[src/rtl/instr_fetch.sv]
// Multicycle instruction fetch unit: latches a PC, performs one memory read over a
// req/ready handshake, and strobes the instruction register; reports misaligned PCs and timeouts.
module instr_fetch #(
    parameter int AddrSize      = 64,
    parameter int InstrSize     = 32,
    parameter int TimeoutCycles = 16
) (
    input  logic                 clk,
    input  logic                 rst_n,
    input  logic                 start_i,
    input  logic [AddrSize-1:0]  pc_i,
    output logic                 mem_req_o,
    output logic [AddrSize-1:0]  mem_addr_o,
    input  logic                 mem_ready_i,
    input  logic [InstrSize-1:0] mem_rdata_i,
    output logic [InstrSize-1:0] instr_o,
    output logic                 ir_load_o,
    output logic                 busy_o,
    output logic                 fault_o,
    output logic [1:0]           cause_o
);

    localparam int CntW = $clog2(TimeoutCycles);
    localparam logic [CntW-1:0] CntLast = CntW'(TimeoutCycles - 1);

    localparam logic [1:0] CauseNone     = 2'b00;
    localparam logic [1:0] CauseMisalign = 2'b01;
    localparam logic [1:0] CauseTimeout  = 2'b10;

    typedef enum logic [1:0] {
        IDLE  = 2'd0,
        REQ   = 2'd1,
        DONE  = 2'd2,
        FAULT = 2'd3
    } state_t;

    state_t                state_reg, state_next;
    logic [CntW-1:0]       cnt_reg, cnt_next;
    logic [AddrSize-1:0]   addr_reg, addr_next;
    logic [InstrSize-1:0]  instr_reg, instr_next;
    logic [1:0]            cause_reg, cause_next;
    logic                  mem_req_reg, ir_load_reg, busy_reg, fault_reg;

    always_comb begin
        state_next = state_reg;
        cnt_next   = cnt_reg;
        addr_next  = addr_reg;
        instr_next = instr_reg;
        cause_next = cause_reg;
        case (state_reg)
            IDLE: begin
                if (start_i) begin
                    if (pc_i[1:0] != 2'b00) begin
                        state_next = FAULT;
                        cause_next = CauseMisalign;
                    end else begin
                        state_next = REQ;
                        addr_next  = pc_i;
                        cnt_next   = '0;
                        cause_next = CauseNone;
                    end
                end
            end
            REQ: begin
                // A response in the final allowed cycle still completes the fetch.
                if (mem_ready_i) begin
                    instr_next = mem_rdata_i;
                    state_next = DONE;
                end else if (cnt_reg == CntLast) begin
                    state_next = FAULT;
                    cause_next = CauseTimeout;
                end else begin
                    cnt_next = cnt_reg + CntW'(1);
                end
            end
            DONE:    state_next = IDLE;
            FAULT:   state_next = IDLE;
            default: state_next = IDLE;
        endcase
    end

    // Outputs are registered from the next state so they change only on the clock edge.
    always_ff @(posedge clk) begin
        if (!rst_n) begin
            state_reg   <= IDLE;
            cnt_reg     <= '0;
            addr_reg    <= '0;
            instr_reg   <= '0;
            cause_reg   <= CauseNone;
            mem_req_reg <= 1'b0;
            ir_load_reg <= 1'b0;
            busy_reg    <= 1'b0;
            fault_reg   <= 1'b0;
        end else begin
            state_reg   <= state_next;
            cnt_reg     <= cnt_next;
            addr_reg    <= addr_next;
            instr_reg   <= instr_next;
            cause_reg   <= cause_next;
            mem_req_reg <= (state_next == REQ);
            ir_load_reg <= (state_next == DONE);
            busy_reg    <= (state_next != IDLE);
            fault_reg   <= (state_next == FAULT);
        end
    end

    assign mem_req_o  = mem_req_reg;
    assign mem_addr_o = addr_reg;
    assign instr_o    = instr_reg;
    assign ir_load_o  = ir_load_reg;
    assign busy_o     = busy_reg;
    assign fault_o    = fault_reg;
    assign cause_o    = cause_reg;

endmodule
[config.mk]
export PLATFORM = sky130hd
export DESIGN_NAME = instr_fetch
export DESIGN_NICKNAME = d
export VERILOG_FILES = /design/src/rtl/instr_fetch.sv
export SDC_FILE = /design/constraint.sdc
export NUM_CORES = 1
export LEC_CHECK = 0
export CAP_MARGIN = 30
export CELL_PAD_IN_SITES_DETAIL_PLACEMENT = 1
export CELL_PAD_IN_SITES_GLOBAL_PLACEMENT = 1
export CORE_MARGIN = 4
export CORE_UTILIZATION = 30
export DETAILED_ROUTE_END_ITERATION = 8
export HOLD_SLACK_MARGIN = 0.12
export PLACE_DENSITY_LB_ADDON = 0.1
export SLEW_MARGIN = 20
export SYNTH_ARGS = -nofsm -noshare
export SYNTH_HDL_FRONTEND = slang
export SYNTH_SLANG_ARGS = --single-unit
[constraint.sdc]
create_clock -name clk -period 4.8 [get_ports clk]
set_input_delay 0.96 -clock clk [delete_from_list [all_inputs] [get_ports clk]]
set_output_delay 0.96 -clock clk [all_outputs]
set_load 0.1 [all_outputs]
== After elaboration in Yosys (flattened, before gate mapping) ==
Cells that the tools add are included.

* Word-level logic and storage cells: 47
* Bits in registers: 108
* Output and inout port bits: 102

* Reduce and logical (&&, ||, !) cells: 9
* Eq/ne operators: 12
* Bitwise logic cells: 1
* Mux-type cells: 15
* $add $sub $neg: 1

{| class="wikitable"
|+ Operators by type and width
! cell !! count
|-
| $mux W4 || 4
|-
| $mux W2 || 7
|-
| $ne A2 B2 Y1 const B || 5
|-
| $eq A2 B2 Y1 const B || 4
|-
| $pmux W4 S2 || 1
|-
| $pmux W2 S3 || 1
|-
| $reduce_bool A2 Y1 || 3
|-
| $reduce_and A5 Y1 || 1
|-
| $add A4 B1 Y4 const B || 1
|-
| $eq A2 B1 Y1 const B || 2
|-
| $eq A4 B4 Y1 const B || 1
|-
| $pmux W2 S2 || 1
|-
| $reduce_and A4 Y1 || 1
|-
| $reduce_and A3 Y1 || 1
|-
| $logic_not A2 Y1 || 1
|-
| $reduce_and A2 Y1 || 1
|-
| $reduce_or A2 Y1 || 1
|-
| $mux W1 || 1
|-
| $not A1 Y1 || 1
|}

== Depth between registers and ports, before layout ==
* Depth in word-level cells: 5
* Depth in mapped cells: 6
* Mapped depth without buffers: 5

== Least setup slack after synthesis ==
OpenSTA, ideal clock, no wires.

* Kind: in2reg
* Start: in start_i
* End: reg addr_reg[0], in the netlist mem_addr_o[0]
* Stages on the path: 5
* Buffers on the path: 2
* Arrival time: 2.132 ns
* Library setup time: 0.118 ns
* Path slack: 2.551 ns
* Required time: 4.682 ns
* Path through: or3b_4 or3_4 buf_6 buf_6 and3_1

* Cells in the longest elaborated chain, start to end: 1

{| class="wikitable"
|+ RTL lines
! item !! line !! source
|-
| start, declared || 10 || <nowiki>input logic start_i,</nowiki>
|-
| $reduce_and A3 Y1 (no line) || -- ||
|-
| end signal, assigned || 97 || <nowiki>addr_reg <= addr_next;</nowiki>
|-
| end, declared || 39 || <nowiki>logic [AddrSize-1:0] addr_reg, addr_next;</nowiki>
|}

No other way between the ends.
A chain may end at the register's enable or synchronous reset.

== Worst setup path in the final report ==
* Start: reg instr_reg[16], in the netlist instr_o[16]
* End: out instr_o[16]

{| class="wikitable"
|+ RTL lines
! item !! line !! source
|-
| start, declared || 40 || <nowiki>logic [InstrSize-1:0] instr_reg, instr_next;</nowiki>
|-
| start signal, assigned || 98 || <nowiki>instr_reg <= instr_next;</nowiki>
|-
| end, declared || 16 || <nowiki>output logic [InstrSize-1:0] instr_o,</nowiki>
|}

No word-level cell between the ends.

==> results.rst <==
.. list-table::
   :header-rows: 1

   * - Metric
     - Value
   * - Part of the Yosys area used for sequential elements
     - 53.3%
   * - Number of buffers added to fix hold violations after cts
     - 0
   * - Area inside the core boundary
     - 13200 um2
   * - CTS clk-pin slew, worst paths
     - 70 ps
   * - Full die area
     - 15500 um2
   * - PortBufs
     - 201
   * - Reported max-cap violation count
     - 0
   * - Power Density
     - 329 nW/um2
   * - Total DRC errors in the routed layout
     - 0
   * - Starting utilization of the core area
     - 30.6%
   * - Number of core rows
     - 42
   * - Final-layout worst hold slack
     - 460 ps
   * - Final number of hold-violating endpoints
     - 0
   * - Relative area change from synthesis to final layout
     - 59.2%
   * - Register area
     - 2160 um2
   * - Nets in the synthesized netlist
     - 573
   * - Global route overflow
     - 0
   * - Clk root buf
     - sky130_fd_sc_hd__clkbuf_16
   * - Antenna violations before repair
     - 0
   * - End of the worst register-to-register path
     - cnt_reg[2]$_SDFFE_PN0P_
   * - Synthesized instance count
     - 472
   * - Dpl hpwl
     - 9080 um
   * - Arrival time at the worst endpoint
     - 1870 ps
   * - Placement Setup Slack
     - 1730 ps
   * - Least setup slack across all paths after layout
     - 1970 ps
   * - Worst Tran Pin Value
     - 1020 ps
   * - Final period demand of the worst path
     - 2830 ps
   * - Final ANT Viol Nets
     - 0
   * - Buffer and inverter count on the worst path
     - 1
   * - Register-to-register setup slack
     - 2840 ps
   * - Number of vias per cell after detailed routing
     - 4.53
   * - Number of filler instances in the final layout
     - 1544
   * - Global routing usage on met2
     - 27.0%
   * - Overall power after layout
     - 0.00213 W
   * - Outcome
     - finished, final reports clean
   * - Crit Path Class
     - reg2out
   * - CTS H-tree lvls
     - 3
   * - Distinct cells, synth
     - 29
   * - Met3 layer usage reported by global route
     - 7.50%
   * - Drt pass-1 iters
     - 4
   * - Worst Hold Depth
     - 2
   * - Count of cells along the worst register-to-register path
     - 4
   * - 1st-iter DRT viols
     - 168
   * - Origin of the worst min-delay path
     - mem_addr_o[41]$_SDFFE_PN0P_
   * - Number of flip-flops in the largest register
     - 64
   * - Setup repair after global routing missed its margin
     - false
   * - Share of the clock period used by the worst path
     - 58.9%
   * - Worst-case headroom to the max-slew limit
     - 31.5%
   * - Critical path capture point type
     - primary output
   * - Worst setup startpoint
     - instr_o[16]$_SDFFE_PN0P_
   * - Highest net fanout along the worst path
     - 2
   * - Met1 track demand over resource
     - 19.0%
   * - Max rail drop VDD
     - 150 uV
   * - Largest net degree at the start of global routing
     - 67
   * - Gr usage total
     - 16.5%
   * - Total standard cell area after synthesis
     - 4060 um2
   * - Top-Level Pins
     - 202
   * - Horiz. Die Dim
     - 124 um
   * - Endpoint with the worst hold slack
     - mem_addr_o[41]$_SDFFE_PN0P_
   * - Number of flip-flops and latches in the synthesized netlist
     - 108
   * - Final RePlAce weighted congestion
     - 0.793
   * - Number of buffers inserted to repair setup after CTS
     - 0
   * - Crit start category
     - flip-flop
   * - Clk_skew
     - 6.30 ps
   * - Leakage power summed over all cells
     - 2.23 nW
   * - Data required time at the worst endpoint
     - 3840 ps
   * - Final count of negative-setup-slack endpoints
     - 0
   * - Hold/Removal Path Class
     - reg2reg
   * - Kind of cell adding the most delay to the critical path
     - buffers and inverters
   * - Synth Area per Inst
     - 8.60 um2
   * - Global-route wire length before repair
     - 20900 um
   * - CP max stage cell
     - sky130_fd_sc_hd__clkdlybuf4s50_1
   * - Per-cell routed wire length
     - 15.3 um
   * - Clock latency of the later-clocked register in the worst-skew pair
     - 350 ps
   * - Area of combinational cells with multiple inputs
     - 1720 um2
   * - Delay contributed by the slowest stage of the critical path
     - 1170 ps
   * - Number of global-route vias before repair
     - 4047
   * - Post_cts resized
     - 0
   * - TritonCTS Sinks
     - 108
   * - R2r startpoint
     - state_reg[1]$_SDFF_PN0_
   * - Final Max Tran Viols
     - 0
   * - Inserted Diodes
     - 0
   * - Maximum clock frequency
     - 0.354 GHz
   * - CTS Buffer Depth
     - 2
   * - Routed Wire Length
     - 12800 um
   * - # nets final
     - 758
   * - Clock buffer count from CTS
     - 9
   * - GR peak layer
     - met2
   * - Critical path, cell by cell
     - clkdlybuf4s50_1
   * - Vertical die dimension
     - 124 um
   * - Yosys warns
     - 0
   * - Final TNS setup
     - 0 ps
   * - Via count
     - 3793
   * - Clock tree from TritonCTS
     - built
   * - Layout cell share with drive strength beyond 1
     - 3.48%
## metal layers
metal / up-vias / wire length, um / share of wire [%]
met1: 1762 / 5540 / 43
met2: 124 / 5840 / 46
met3: 16 / 1160 / 9.1
li1: 1891 / - / -
met5: - / 0 / 0
met4: 0 / 227 / 1.8
## logic make-up (layout without fill, tap and decap cells)
family / after synthesis / in the layout / share of synthesized area (%)
AND/OR/NAND/NOR: 224 / 224 / 22.7
flip-flops: 108 / 108 / 53.3
AO/OA/AOI/OAI: 104 / 104 / 19.0
buffers and inverters: 33 / 222 / 4.25
multiplexers: 2 / 2 / 0.493
adder cells (fa/ha/maj): 1 / 1 / 0.308
## power breakdown
group,total [W],switching (W),internal (W)
Sequential,0.000944,0.0000164,0.000927
Combinational,0.000454,0.000301,0.000153
Clock,0.000730,0.000314,0.000416
Total,0.00213,0.000631,0.00150
## cells in the mapped netlist
master	number	area share, %
sky130_fd_sc_hd__a21boi_0	84	16
sky130_fd_sc_hd__a21boi_1	11	2.0
sky130_fd_sc_hd__a21oi_1	3	0.37
sky130_fd_sc_hd__a31o_2	1	0.22
sky130_fd_sc_hd__a31oi_1	1	0.15
sky130_fd_sc_hd__a32oi_1	1	0.22
sky130_fd_sc_hd__and2_1	2	0.31
sky130_fd_sc_hd__and3_1	3	0.46
sky130_fd_sc_hd__buf_2	9	1.1
sky130_fd_sc_hd__buf_6	5	1.4
sky130_fd_sc_hd__clkbuf_1	18	1.7
sky130_fd_sc_hd__dfxtp_1	108	53
sky130_fd_sc_hd__ha_1	1	0.31
sky130_fd_sc_hd__inv_1	1	0.092
sky130_fd_sc_hd__mux2i_1	2	0.49
sky130_fd_sc_hd__nand2_1	195	18
sky130_fd_sc_hd__nand2b_1	4	0.62
sky130_fd_sc_hd__nand3_1	4	0.49
sky130_fd_sc_hd__nand4_1	1	0.15
sky130_fd_sc_hd__nor2_1	5	0.46
sky130_fd_sc_hd__nor2b_1	3	0.46
sky130_fd_sc_hd__nor3_4	1	0.40
sky130_fd_sc_hd__nor3b_1	3	0.56
sky130_fd_sc_hd__o21a_1	1	0.19
sky130_fd_sc_hd__o21ai_0	1	0.12
sky130_fd_sc_hd__o22ai_1	1	0.15
sky130_fd_sc_hd__or3_1	1	0.15
sky130_fd_sc_hd__or3_4	1	0.28
sky130_fd_sc_hd__or3b_4	1	0.28
## placed cells by master (no fill, tap or decap), drive strengths merged, types with 3 or more instances in the layout
| master | netlist | layout |
|---|---|---|
| dfxtp | 108 | 108 |
| a21boi | 95 | 95 |
| nand3 | 4 | 4 |
| and3 | 3 | 3 |
| nand2b | 4 | 4 |
| nor2 | 5 | 5 |
| a21oi | 3 | 3 |
| clkdlybuf4s50 | 0 | 200 |
| buf | 14 | 6 |
| nor3b | 3 | 3 |
| nand2 | 195 | 195 |
| clkbuf | 18 | 13 |
| nor2b | 3 | 3 |
## per-stage QoR
stage	utilization, %	cell area, um2	std cells
global placement	46.4	6140	820
finish	48.8	6460	837
floorplan	-	4060	472
global route	48.8	6460	837
detailed placement	46.5	6150	821
CTS	48.6	6440	836
## worst max path at each step
stage	slack, ps	depth (start not counted)	to
after floorplan	2550	5	mem_addr_o[0]$_SDFFE_PN0P_
after detailed placement	1730	5	cnt_reg[2]$_SDFFE_PN0P_
after global placement	1760	5	cnt_reg[2]$_SDFFE_PN0P_
final	1970	1	instr_o[16]
after CTS	1960	1	instr_o[14]
after global routing	1920	1	mem_addr_o[48]
## final cells by class
type / count / area share (%)
Clock buffer: 13 / 3.87
Clock inverter: 2 / 0.542
Inverter: 1 / 0.0581
Multi-Input combinational cell: 331 / 26.7
Sequential cell: 108 / 33.5
Tap cell: 176 / 3.41
Timing Repair Buffer: 206 / 32.0
## worst min-delay path, cell delays in order, from the launching register on
cell and delay [ps]:
sky130_fd_sc_hd__dfxtp_1 310, sky130_fd_sc_hd__nand2_1 50, sky130_fd_sc_hd__a21boi_1 50
Power figures use the tool's default switching activity.
